<file path="config.mk">
export PLATFORM = sky130hd
export DESIGN_NAME = t05_sd_arbiter
export DESIGN_NICKNAME = d
export VERILOG_FILES = /design/src/rtl/t05_sd_arbiter.sv
export SDC_FILE = /design/constraint.sdc
export NUM_CORES = 1
export LEC_CHECK = 0
export CAP_MARGIN = 0
export CORE_ASPECT_RATIO = 1.1
export CORE_MARGIN = 2
export CORE_UTILIZATION = 40
export CTS_CLUSTER_DIAMETER = 150
export DETAILED_ROUTE_END_ITERATION = 12
export PLACE_DENSITY = 0.74
export SKIP_CTS_REPAIR_TIMING = 1
export SLEW_MARGIN = 10
export SYNTH_ARGS = -nofsm -noshare
export SYNTH_HDL_FRONTEND = slang
export SYNTH_SLANG_ARGS = --single-unit
</file>
<file path="constraint.sdc">
create_clock -name clk_i -period 3.1 [get_ports clk_i]
set_input_delay 0.775 -clock clk_i [delete_from_list [all_inputs] [get_ports clk_i]]
set_output_delay 0.775 -clock clk_i [all_outputs]
set_load 0.01 [all_outputs]
</file>
<file path="src/rtl/t05_sd_arbiter.sv">
// SD-card transfer arbiter: sequences SPI read bursts and a terminal write burst, every step paced by serial_clk ticks.
// state | meaning: INIT power-up wait, IDLE arbitrate, RD_CMD/RD_SHIFT/RD_CAP/RD_STOP read burst, WR_CMD/WR_DATA/WR_END write burst, HALT terminal
module t05_sd_arbiter #(
   parameter int unsigned INIT_TICKS = 400,
   parameter int unsigned CMD_TICKS  = 48
) (
   input  logic        clk_i,
   input  logic        rst_i,
   input  logic        serial_clk_i,
   input  logic        rd_req_i,
   input  logic [31:0] rd_addr_i,
   input  logic [15:0] rd_count_i,
   output logic [7:0]  rd_data_o,
   output logic        rd_valid_o,
   output logic        rd_done_o,
   input  logic        wr_req_i,
   input  logic [31:0] wr_addr_i,
   input  logic [15:0] wr_count_i,
   input  logic [7:0]  wr_byte_i,
   output logic        wr_take_o,
   output logic        wr_done_o,
   output logic        read_en_o,
   output logic        write_en_o,
   output logic        read_stop_o,
   output logic        writebit_o,
   output logic [31:0] read_address_o,
   output logic [31:0] write_address_o,
   input  logic [7:0]  read_output_i,
   input  logic        finish_i,
   output logic        busy_o,
   output logic        halted_o
);

   typedef enum logic [3:0] {
      S_INIT, S_IDLE, S_RD_CMD, S_RD_SHIFT, S_RD_CAP, S_RD_STOP,
      S_WR_CMD, S_WR_DATA, S_WR_END, S_HALT
   } state_t;

   localparam logic [15:0] INIT_LAST = 16'(INIT_TICKS - 1);
   localparam logic [15:0] CMD_LAST  = 16'(CMD_TICKS - 1);
   localparam logic [15:0] CMD_END   = 16'(CMD_TICKS);

   state_t      state_q;
   logic [15:0] tmr_q;
   logic [15:0] cnt_q;
   logic [7:0]  shift_q;
   logic [7:0]  rd_data_q;
   logic        rd_valid_q, rd_done_q, wr_take_q, wr_done_q;
   logic        read_en_q, write_en_q, read_stop_q, writebit_q;
   logic [31:0] read_address_q, write_address_q;
   logic        busy_q, halted_q;

   always_ff @(posedge clk_i) begin
      if (rst_i) begin
         state_q         <= S_INIT;
         tmr_q           <= '0;
         cnt_q           <= '0;
         shift_q         <= '0;
         rd_data_q       <= '0;
         rd_valid_q      <= 1'b0;
         rd_done_q       <= 1'b0;
         wr_take_q       <= 1'b0;
         wr_done_q       <= 1'b0;
         read_en_q       <= 1'b0;
         write_en_q      <= 1'b0;
         read_stop_q     <= 1'b0;
         writebit_q      <= 1'b0;
         read_address_q  <= '0;
         write_address_q <= '0;
         busy_q          <= 1'b1;
         halted_q        <= 1'b0;
      end else begin
         // strobes are one clk wide even when ticks are sparse
         rd_valid_q <= 1'b0;
         rd_done_q  <= 1'b0;
         wr_take_q  <= 1'b0;
         wr_done_q  <= 1'b0;
         if (serial_clk_i) begin
            case (state_q)
               S_INIT: begin
                  if (tmr_q == INIT_LAST) begin
                     tmr_q   <= '0;
                     busy_q  <= 1'b0;
                     state_q <= S_IDLE;
                  end else begin
                     tmr_q <= tmr_q + 16'd1;
                  end
               end
               S_IDLE: begin
                  tmr_q <= '0;
                  if (rd_req_i) begin
                     if (rd_count_i == 16'd0) begin
                        rd_done_q <= 1'b1;
                     end else begin
                        read_address_q <= rd_addr_i;
                        cnt_q          <= rd_count_i;
                        read_en_q      <= 1'b1;
                        busy_q         <= 1'b1;
                        state_q        <= S_RD_CMD;
                     end
                  end else if (wr_req_i) begin
                     if (wr_count_i == 16'd0) begin
                        wr_done_q <= 1'b1;
                     end else begin
                        write_address_q <= wr_addr_i;
                        cnt_q           <= wr_count_i;
                        read_stop_q     <= 1'b1;
                        write_en_q      <= 1'b1;
                        busy_q          <= 1'b1;
                        state_q         <= S_WR_CMD;
                     end
                  end
               end
               S_RD_CMD: begin
                  if (tmr_q == CMD_LAST) begin
                     tmr_q     <= '0;
                     read_en_q <= 1'b0;
                     state_q   <= S_RD_SHIFT;
                  end else begin
                     tmr_q <= tmr_q + 16'd1;
                  end
               end
               S_RD_SHIFT: begin
                  if (tmr_q == 16'd7) begin
                     tmr_q     <= '0;
                     read_en_q <= 1'b1;
                     state_q   <= S_RD_CAP;
                  end else begin
                     tmr_q <= tmr_q + 16'd1;
                  end
               end
               S_RD_CAP: begin
                  rd_data_q  <= read_output_i;
                  rd_valid_q <= 1'b1;
                  cnt_q      <= cnt_q - 16'd1;
                  read_en_q  <= 1'b0;
                  tmr_q      <= '0;
                  if (cnt_q == 16'd1) begin
                     read_stop_q <= 1'b1;
                     state_q     <= S_RD_STOP;
                  end else begin
                     state_q <= S_RD_SHIFT;
                  end
               end
               S_RD_STOP: begin
                  if (tmr_q == CMD_LAST) begin
                     tmr_q       <= '0;
                     read_stop_q <= 1'b0;
                     rd_done_q   <= 1'b1;
                     busy_q      <= 1'b0;
                     state_q     <= S_IDLE;
                  end else begin
                     tmr_q <= tmr_q + 16'd1;
                  end
               end
               S_WR_CMD: begin
                  // tmr 0 is the shared read_stop/write_en tick, then CMD_TICKS of write_en alone
                  read_stop_q <= 1'b0;
                  if (tmr_q == CMD_END) begin
                     tmr_q      <= '0;
                     shift_q    <= wr_byte_i;
                     writebit_q <= wr_byte_i[7];
                     wr_take_q  <= 1'b1;
                     state_q    <= S_WR_DATA;
                  end else begin
                     tmr_q <= tmr_q + 16'd1;
                  end
               end
               S_WR_DATA: begin
                  if (tmr_q == 16'd7) begin
                     tmr_q <= '0;
                     if (cnt_q == 16'd1) begin
                        cnt_q      <= '0;
                        write_en_q <= 1'b0;
                        writebit_q <= 1'b0;
                        state_q    <= S_WR_END;
                     end else begin
                        cnt_q      <= cnt_q - 16'd1;
                        shift_q    <= wr_byte_i;
                        writebit_q <= wr_byte_i[7];
                        wr_take_q  <= 1'b1;
                     end
                  end else begin
                     tmr_q      <= tmr_q + 16'd1;
                     writebit_q <= shift_q[6];
                     shift_q    <= {shift_q[6:0], 1'b0};
                  end
               end
               S_WR_END: begin
                  if (finish_i) begin
                     wr_done_q <= 1'b1;
                     halted_q  <= 1'b1;
                     state_q   <= S_HALT;
                  end
               end
               S_HALT: begin
                  state_q <= S_HALT;
               end
               default: begin
                  state_q <= S_INIT;
               end
            endcase
         end
      end
   end

   assign rd_data_o       = rd_data_q;
   assign rd_valid_o      = rd_valid_q;
   assign rd_done_o       = rd_done_q;
   assign wr_take_o       = wr_take_q;
   assign wr_done_o       = wr_done_q;
   assign read_en_o       = read_en_q;
   assign write_en_o      = write_en_q;
   assign read_stop_o     = read_stop_q;
   assign writebit_o      = writebit_q;
   assign read_address_o  = read_address_q;
   assign write_address_o = write_address_q;
   assign busy_o          = busy_q;
   assign halted_o        = halted_q;

endmodule

</file>
Word level (Yosys, flattened, before mapping)
Cells that the tools add are included.
W data, S select, Z words.
Word-level totals
  logic and storage cells: 146
  flip-flop bits (word level): 125
  bits in writable memories: 0
  latch bits: 0
  memories: 0
  bits of input ports: 118
  output and inout bits: 82
  bits in read-only memories: 0
Operators by class
  multiply operators: 0
  shift operators: 0
  reductions and logical operators: 27
  multiplexer cells: 64
  magnitude comparators: 0
  divide/modulo/power cells: 0
  eq/ne operators: 32
  add/subtract/negate cells: 2
  bitwise operators: 4
Operator list (count)
  $mux W16: 10
  $pmux W16 S5: 1
  $mux W4: 12
  $pmux W16 S3: 1
  $pmux W4 S10: 1
  $eq A16 B6 Y1 const B: 2
  $logic_not A16 Y1: 2
  $ne A2 B2 Y1 const B: 14
  $mux W1: 26
  $mux W7: 3
  $reduce_and A7 Y1: 3
  $add A16 B1 Y16 const B: 1
  $eq A16 B1 Y1 const B: 1
  $eq A16 B3 Y1 const B: 1
  $eq A16 B9 Y1 const B: 1
  $eq A4 B3 Y1 const B: 4
  $sub A16 B1 Y16 const B: 1
  $pmux W7 S2: 1
  $ne A3 B3 Y1 const B: 4
  $reduce_and A12 Y1: 1
  $reduce_and A6 Y1: 2
  $pmux W1 S2: 5
  $eq A4 B2 Y1 const B: 2
  $eq A4 B4 Y1 const B: 2
  other kinds (15): 28

Depth between registers and ports, before layout
  word-level depth: 5
  gate-level depth with buffers: 10

Worst setup path after synthesis
Ideal clock, no wire load.
  path type: reg-to-reg
  start point: register tmr_q[11]
  end point: register state_q[1]
  setup time: 121 ps
  data required time: 2979 ps
  slack: 434 ps
  arrival time: 2546 ps
  cell stages (with the launch flop): 7
  buffers on the path: 0
  path through: dfxtp_1 -> or4_4 -> or4_1 -> nor2b_4 -> or3_4 -> nor3_2 -> mux2_2
On the way
  word-level cells in the longest chain between the ends: 3
Ends and longest elaborated chain
  start, declared: RTL line 44  | logic [15:0] tmr_q;
  start signal, assigned: RTL line 86  | tmr_q <= tmr_q + 16'd1;
  start signal, assigned: RTL line 120  | tmr_q <= tmr_q + 16'd1;
  start signal, assigned: RTL line 129  | tmr_q <= tmr_q + 16'd1;
  $eq A16 B6 Y1, or another cell as far along: RTL line 159  | if (tmr_q == CMD_END) begin
  $ne A2 B2 Y1 (no line)
  $reduce_and A12 Y1 (no line) (*)
  end signal, assigned: RTL line 151  | state_q <= S_IDLE;
  end signal, assigned: RTL line 164  | state_q <= S_WR_DATA;
  end signal, assigned: RTL line 176  | state_q <= S_WR_END;
  end, declared: RTL line 43  | state_t state_q;
Mark *: on every way between the ends. The rest lies on a longest branch, timed or not.
A chain may end at the register's enable or synchronous reset.

Worst setup path after layout
  start point: register tmr_q[0]
  end point: register state_q[1]
The elaborated chain is that of the path after synthesis.

==> key figures <==
Yosys
  – Synth top area cells: dfxtp_1 42%, nand2_1 11%, a21oi_1 8.6%
  – Yosys top cell by area: dfxtp_1
  – Post-synthesis sequential area ratio: 41.5%
  – Synth Warn #: 0
  – Post-synth EDFFs: 0
  – Post-synth top area share: between 40% and 50%
  – Synth async-reset ratio: 0%
  – Yosys cell types: a little under 60
  – Mapped Cells: a little under 800
  – Syn nets: approximately 900
  – Ys flop type: dfxtp_1
  – Synthesized cell area: around 0.0060 mm^2
  – Syn Area/Cell: 7.59 um^2
  – Post-synthesis register bit count: around 130

Setup path
  – Crit. End Element: flip-flop
  – Crit path max fanout: 5
  – CP cell instances: inv_1, ha_1, or3b_2, or4_1, nor2b_4, or3_4, nor3_2, mux2_2
  – Crit path DAT: roughly 3.1 ns
  – CP Data Required Time: 3.40 ns
  – Slowest cell on crit path: or4_1
  – Critical path class: reg2reg
  – Max incr delay on CP: roughly 0.52 ns
  – CP Launch Type: flip-flop

Die
  – DIE HEIGHT: ~130 um
  – Die X: between 100 and 150 um
  – # IOs: 200
  – Core Box Area: ~0.015 mm^2
  – Die area: 0.0161 mm^2
  – Initial Util: about 40%
  – Num rows: 47

Timing
  – Fin. max-slew vios: 0
  – RSZ-0062 raised after global routing: no
  – Minimum clock period: around 2.8 ns
  – Relative slew slack: 49.7%
  – Final hold viol count: 0
  – Final worst slack: approximately 0.26 ns
  – Tcrit/Tclk final: roughly nine tenths
  – FMAX: 0.352 GHz
  – Setup violations, final: 0
  – Least-Margin Pin Slew: about 0.75 ns
  – Worst Skew: 0.0125 ns

Power
  – Power share of the clock group: a little over half
  – Internal: approximately 0.0032 W
  – Reg power frac: slightly above 40%
  – PwrDens: 444 mW/mm^2
  – Pleak: 3.06 nW
  – Peak VDD IR: 0.309 mV
  – Sw frac: 19.9%
  – Comb pwr share: between 6 and 7%
  – Power Total: 0.00395 W
  – NetSw: 0.000786 W

Layout
  – Fin nets: roughly 1100
  – Most frequent cells in the layout: 198 x clkdlybuf4s50_1, 184 x nand2_1, 125 x dfxtp_1, 104 x a21oi_1, 56 x nor2_1
  – Diodes inserted: 0
  – Leading cell type in the layout, fill and taps excluded: clkdlybuf4s50_1
  – Filler cells: ~1400
  – Area delta synth->final: 47.5%
  – Share of cells above drive strength 1: under 10%

Clock network
  – Clk root buf: clkbuf_16
  – CTS Sinks: about 130
  – Num CTS Buffers: 17
  – CTS tree: yes
  – CTS Buffer Depth: 2
  – CTS H-tree lvls: 4
  – Clk_lat worst skew: ~0.42 ns
  – Worst-path clk slew: 0.06 ns

Routing
  – ANT nets after route: 0
  – Via/cell ratio: between 5 and 6
  – Drt first-iter violations: slightly below 600
  – Via count: about 6400
  – TritonRoute pass-1 iters: 5
  – WL/cell: between 15 and 20 um
  – Final wirelength: 18000 um
  – DRC viols: 0

GRT
  – Grt total ovfl: 0
  – Global-route total usage across every layer: approximately 22%
  – Largest net degree at the start of global routing: 56
  – Vias in the first global route: 5966
  – First-pass GRT wire length: ~29000 um
  – Initial antenna violation count: 0

Place
  – RePlAce Congestion: between 0.9 and 1
  – I/O Buffers: approximately 200
  – HPWL after DPL: roughly 13000 um
  – Setup WS pre-CTS: 0.00735 ns

Status
  – Outcome: completed

Run
  – Max-cap violations: 0

Min path
  – Tightest Hold Check Type: reg2reg
==> worst max-delay path, delay by kind of cell (launching register included) <==
kind / cells / cell delay, ns
buf+inv: 1 / 0.09
flops: 1 / 0.34
mux: 1 / 0.37
fa+ha+maj: 1 / 0.14
simple gates: 5 / 1.80
==> power by group through the flow <==
| stage | clock network, W | registers [W] | logic [W] |
|---|---|---|---|
| 2_1_floorplan | 0 | 0.00165 | 0.0000833 |
| 3_3_place_gp | 0 | 0.00165 | 0.000262 |
| 3_5_place_dp | 0 | 0.00165 | 0.000262 |
| 4_1_cts | 0.00211 | 0.00161 | 0.000263 |
| 5_1_grt | 0.00217 | 0.00161 | 0.000285 |
| 6_report | 0.00207 | 0.00161 | 0.000263 |
==> synth_stat cells (14+ instances only) <==
cell and number:
nand2_1 184, dfxtp_1 125, a21oi_1 104, nor2_1 57, clkbuf_1 43, nand3_1 30, inv_1 18, mux2i_1 17
nor4_1 16, o21ai_1 16, o32ai_1 15, a31oi_1 14
==> metrics by stage <==
| step | cells | util (%) | hold WS, ns | TNS [ns] | instance area [um^2] |
|---|---|---|---|---|---|
| global route | 1189 | 59.7 | 0.464 | 0 | 8880 |
| global placement | 1160 | 55.6 | 0.440 | 0 | 8270 |
| detailed placement | 1160 | 55.6 | 0.446 | 0 | 8270 |
| floorplan | 794 | - | 0.446 | 0 | 6020 |
| finish | 1189 | 59.7 | 0.451 | 0 | 8880 |
| CTS | 1189 | 59.7 | 0.453 | -0.0159 | 8880 |
==> worst paths after layout <==
path / slack [ns] / startpoint / to / depth (start not counted)
setup reg to reg: 0.26 / tmr_q[0] / state_q[1] / 8
hold reg to reg: 0.45 / write_address_o[15] / write_address_o[15] / 2
hold / removal: 0.45 / write_address_o[15] / write_address_o[15] / 2
setup / recovery: 0.26 / tmr_q[0] / state_q[1] / 8
==> state kept, by name (all words and copies together), names as in the netlist <==
register	flops
read_address_o	32
read_stop_o	1
write_address_o	32
busy_o	1
read_en_o	1
state_q	4
shift_q	7
tmr_q	16
cnt_q	16
write_en_o	1
rd_valid_o	1
writebit_o	1
rd_done_o	1
wr_done_o	1
rd_data_o	8
halted_o	1
wr_take_o	1
==> logic make-up after synthesis <==
| kind of cell | Yosys count | share of synthesized area (%) |
|---|---|---|
| multiplexers | 18 | 3.01 |
| flip-flops | 125 | 41.5 |
| AND/OR/NAND/NOR | 371 | 28.7 |
| AO/OA/AOI/OAI | 199 | 20.4 |
| XOR/XNOR | 2 | 0.291 |
| adder cells (fa/ha/maj) | 4 | 0.831 |
| buffers and inverters | 75 | 5.21 |
==> routing by layer <==
| layer | track usage (%) | part of all wire (%) |
|---|---|---|
| met1 | 28.1 | 42 |
| met2 | 36.0 | 49 |
| met3 | 7.16 | 7.5 |
| met4 | 7.56 | 1.6 |
| met5 | 0 | 0 |
==> layout make-up <==
| type | instances | area, um^2 | area share, % |
|---|---|---|---|
| timing repair buffer | 227 | 2240 | 25.2 |
| tap | 196 | 245 | 2.76 |
| inverter | 18 | 67.6 | 0.760 |
| clock inverter | 8 | 140 | 1.58 |
| multi-input combinational | 594 | 3220 | 36.3 |
| clock buffer | 21 | 470 | 5.30 |
| sequential | 125 | 2500 | 28.2 |
Power figures use the tool's default switching activity.
==> variant: new RTL, config.mk and constraints unchanged <==
Re-encode `state_t` (10 states) as one-hot, 10 bits wide.
--- a/src/rtl/t05_sd_arbiter.sv
+++ b/src/rtl/t05_sd_arbiter.sv
@@ -31,9 +31,9 @@
    output logic        halted_o
 );
 
-   typedef enum logic [3:0] {
-      S_INIT, S_IDLE, S_RD_CMD, S_RD_SHIFT, S_RD_CAP, S_RD_STOP,
-      S_WR_CMD, S_WR_DATA, S_WR_END, S_HALT
+   typedef enum logic [9:0] {
+      S_INIT = 10'b0000000001, S_IDLE = 10'b0000000010, S_RD_CMD = 10'b0000000100, S_RD_SHIFT = 10'b0000001000, S_RD_CAP = 10'b0000010000, S_RD_STOP = 10'b0000100000,
+      S_WR_CMD = 10'b0001000000, S_WR_DATA = 10'b0010000000, S_WR_END = 10'b0100000000, S_HALT = 10'b1000000000
    } state_t;
 
    localparam logic [15:0] INIT_LAST = 16'(INIT_TICKS - 1);
Function: no difference found for any inputs over 4 cycles, from zero or initial values and one cycle with rst_i high; so few cycles prove little.
==> variant against the unedited design <==
- hold slack lost 0.0032 ns
- critical path type unchanged
- setup slack lost 0.034 ns
- routed wire length shrank 0.99%
- sequential cell count grew 6
- critical path depth is the same
- area after synthesis grew 3.4%
- final area grew 2.7%
- fmax shrank 1.2%
- synthesized cell count shrank 4.3%
- critical endpoint is now state_q[6]
Power is not compared: it rests on default switching activity, and its combinational part moved more than twofold at a synthesized area within 25%.
==> variant: results <==
export IMPL_status="completed"
export IMPL_dpl_worst_slack_ns=0.02601
export IMPL_wl_met3_um=1251
export IMPL_grtUsageMet2_pct=36.37
export IMPL_final_cells=1168
export IMPL_place_gp_congestion=0.8499
export IMPL_avgSynthCellArea_um2=8.199
export IMPL_synth_cell_types=68
export IMPL_synth_compound_area_share_pct=15.86
export IMPL_slew_headroom_pct=46.57
export IMPL_drt_met1_wl_um=7322
export IMPL_whs_ns=0.4479
export IMPL_fillCellCount=1335
export IMPL_synthXorXnorAreaFrac_pct=0.4217
export IMPL_routedWlPerCell_um=15.23
export IMPL_routed_wl_met2_um=8795
export IMPL_r2r_slack_ns=0.22
export IMPL_r2r_end="state_q[6]"
export IMPL_grtUsageMet3_pct=6.081
export IMPL_min_from="halted_o"
export IMPL_dpl_cell_area_mm2=0.008484
export IMPL_synth_fp_nets=882
export IMPL_synthMuxAreaShare_pct=8.353
export IMPL_synth_top_cells_by_count="131 x dfxtp_1, 121 x nand2_1, 86 x nor2_1, 68 x a21oi_1, 52 x mux2i_1"
export IMPL_met1_usage_pct=24.96
export IMPL_utilization_pct=60.14
[variant: cell count changes in the layout (fill, tap and decap cells not counted), moves of 16 or more]
cell / unedited run / this run
mux2i_1: 17 / 52
o21ai_1: 16 / 0
nand2_1: 184 / 121
o21ai_0: 9 / 36
a21oi_1: 104 / 68
nor2_1: 56 / 86
[variant: layout make-up]
type                    instances  share of cell area [%]
repair buffers                228                   24.74
clock inverters                10                   1.865
flip-flops and latches        131                   28.74
well taps                     196                   2.688
clock buffers                  21                   5.156
multi-input cells             563                   36.03
inverters                      19                  0.7816
[variant: worst max-delay path, stage by stage, from the launching register on]
cell	delay, ns
dfxtp_1	0.36
or4_4	0.57
or4_2	0.70
and2b_2	0.26
nor2b_4	0.16
nand3_4	0.12
buf_12	0.18
or3_1	0.30
a21oi_1	0.14
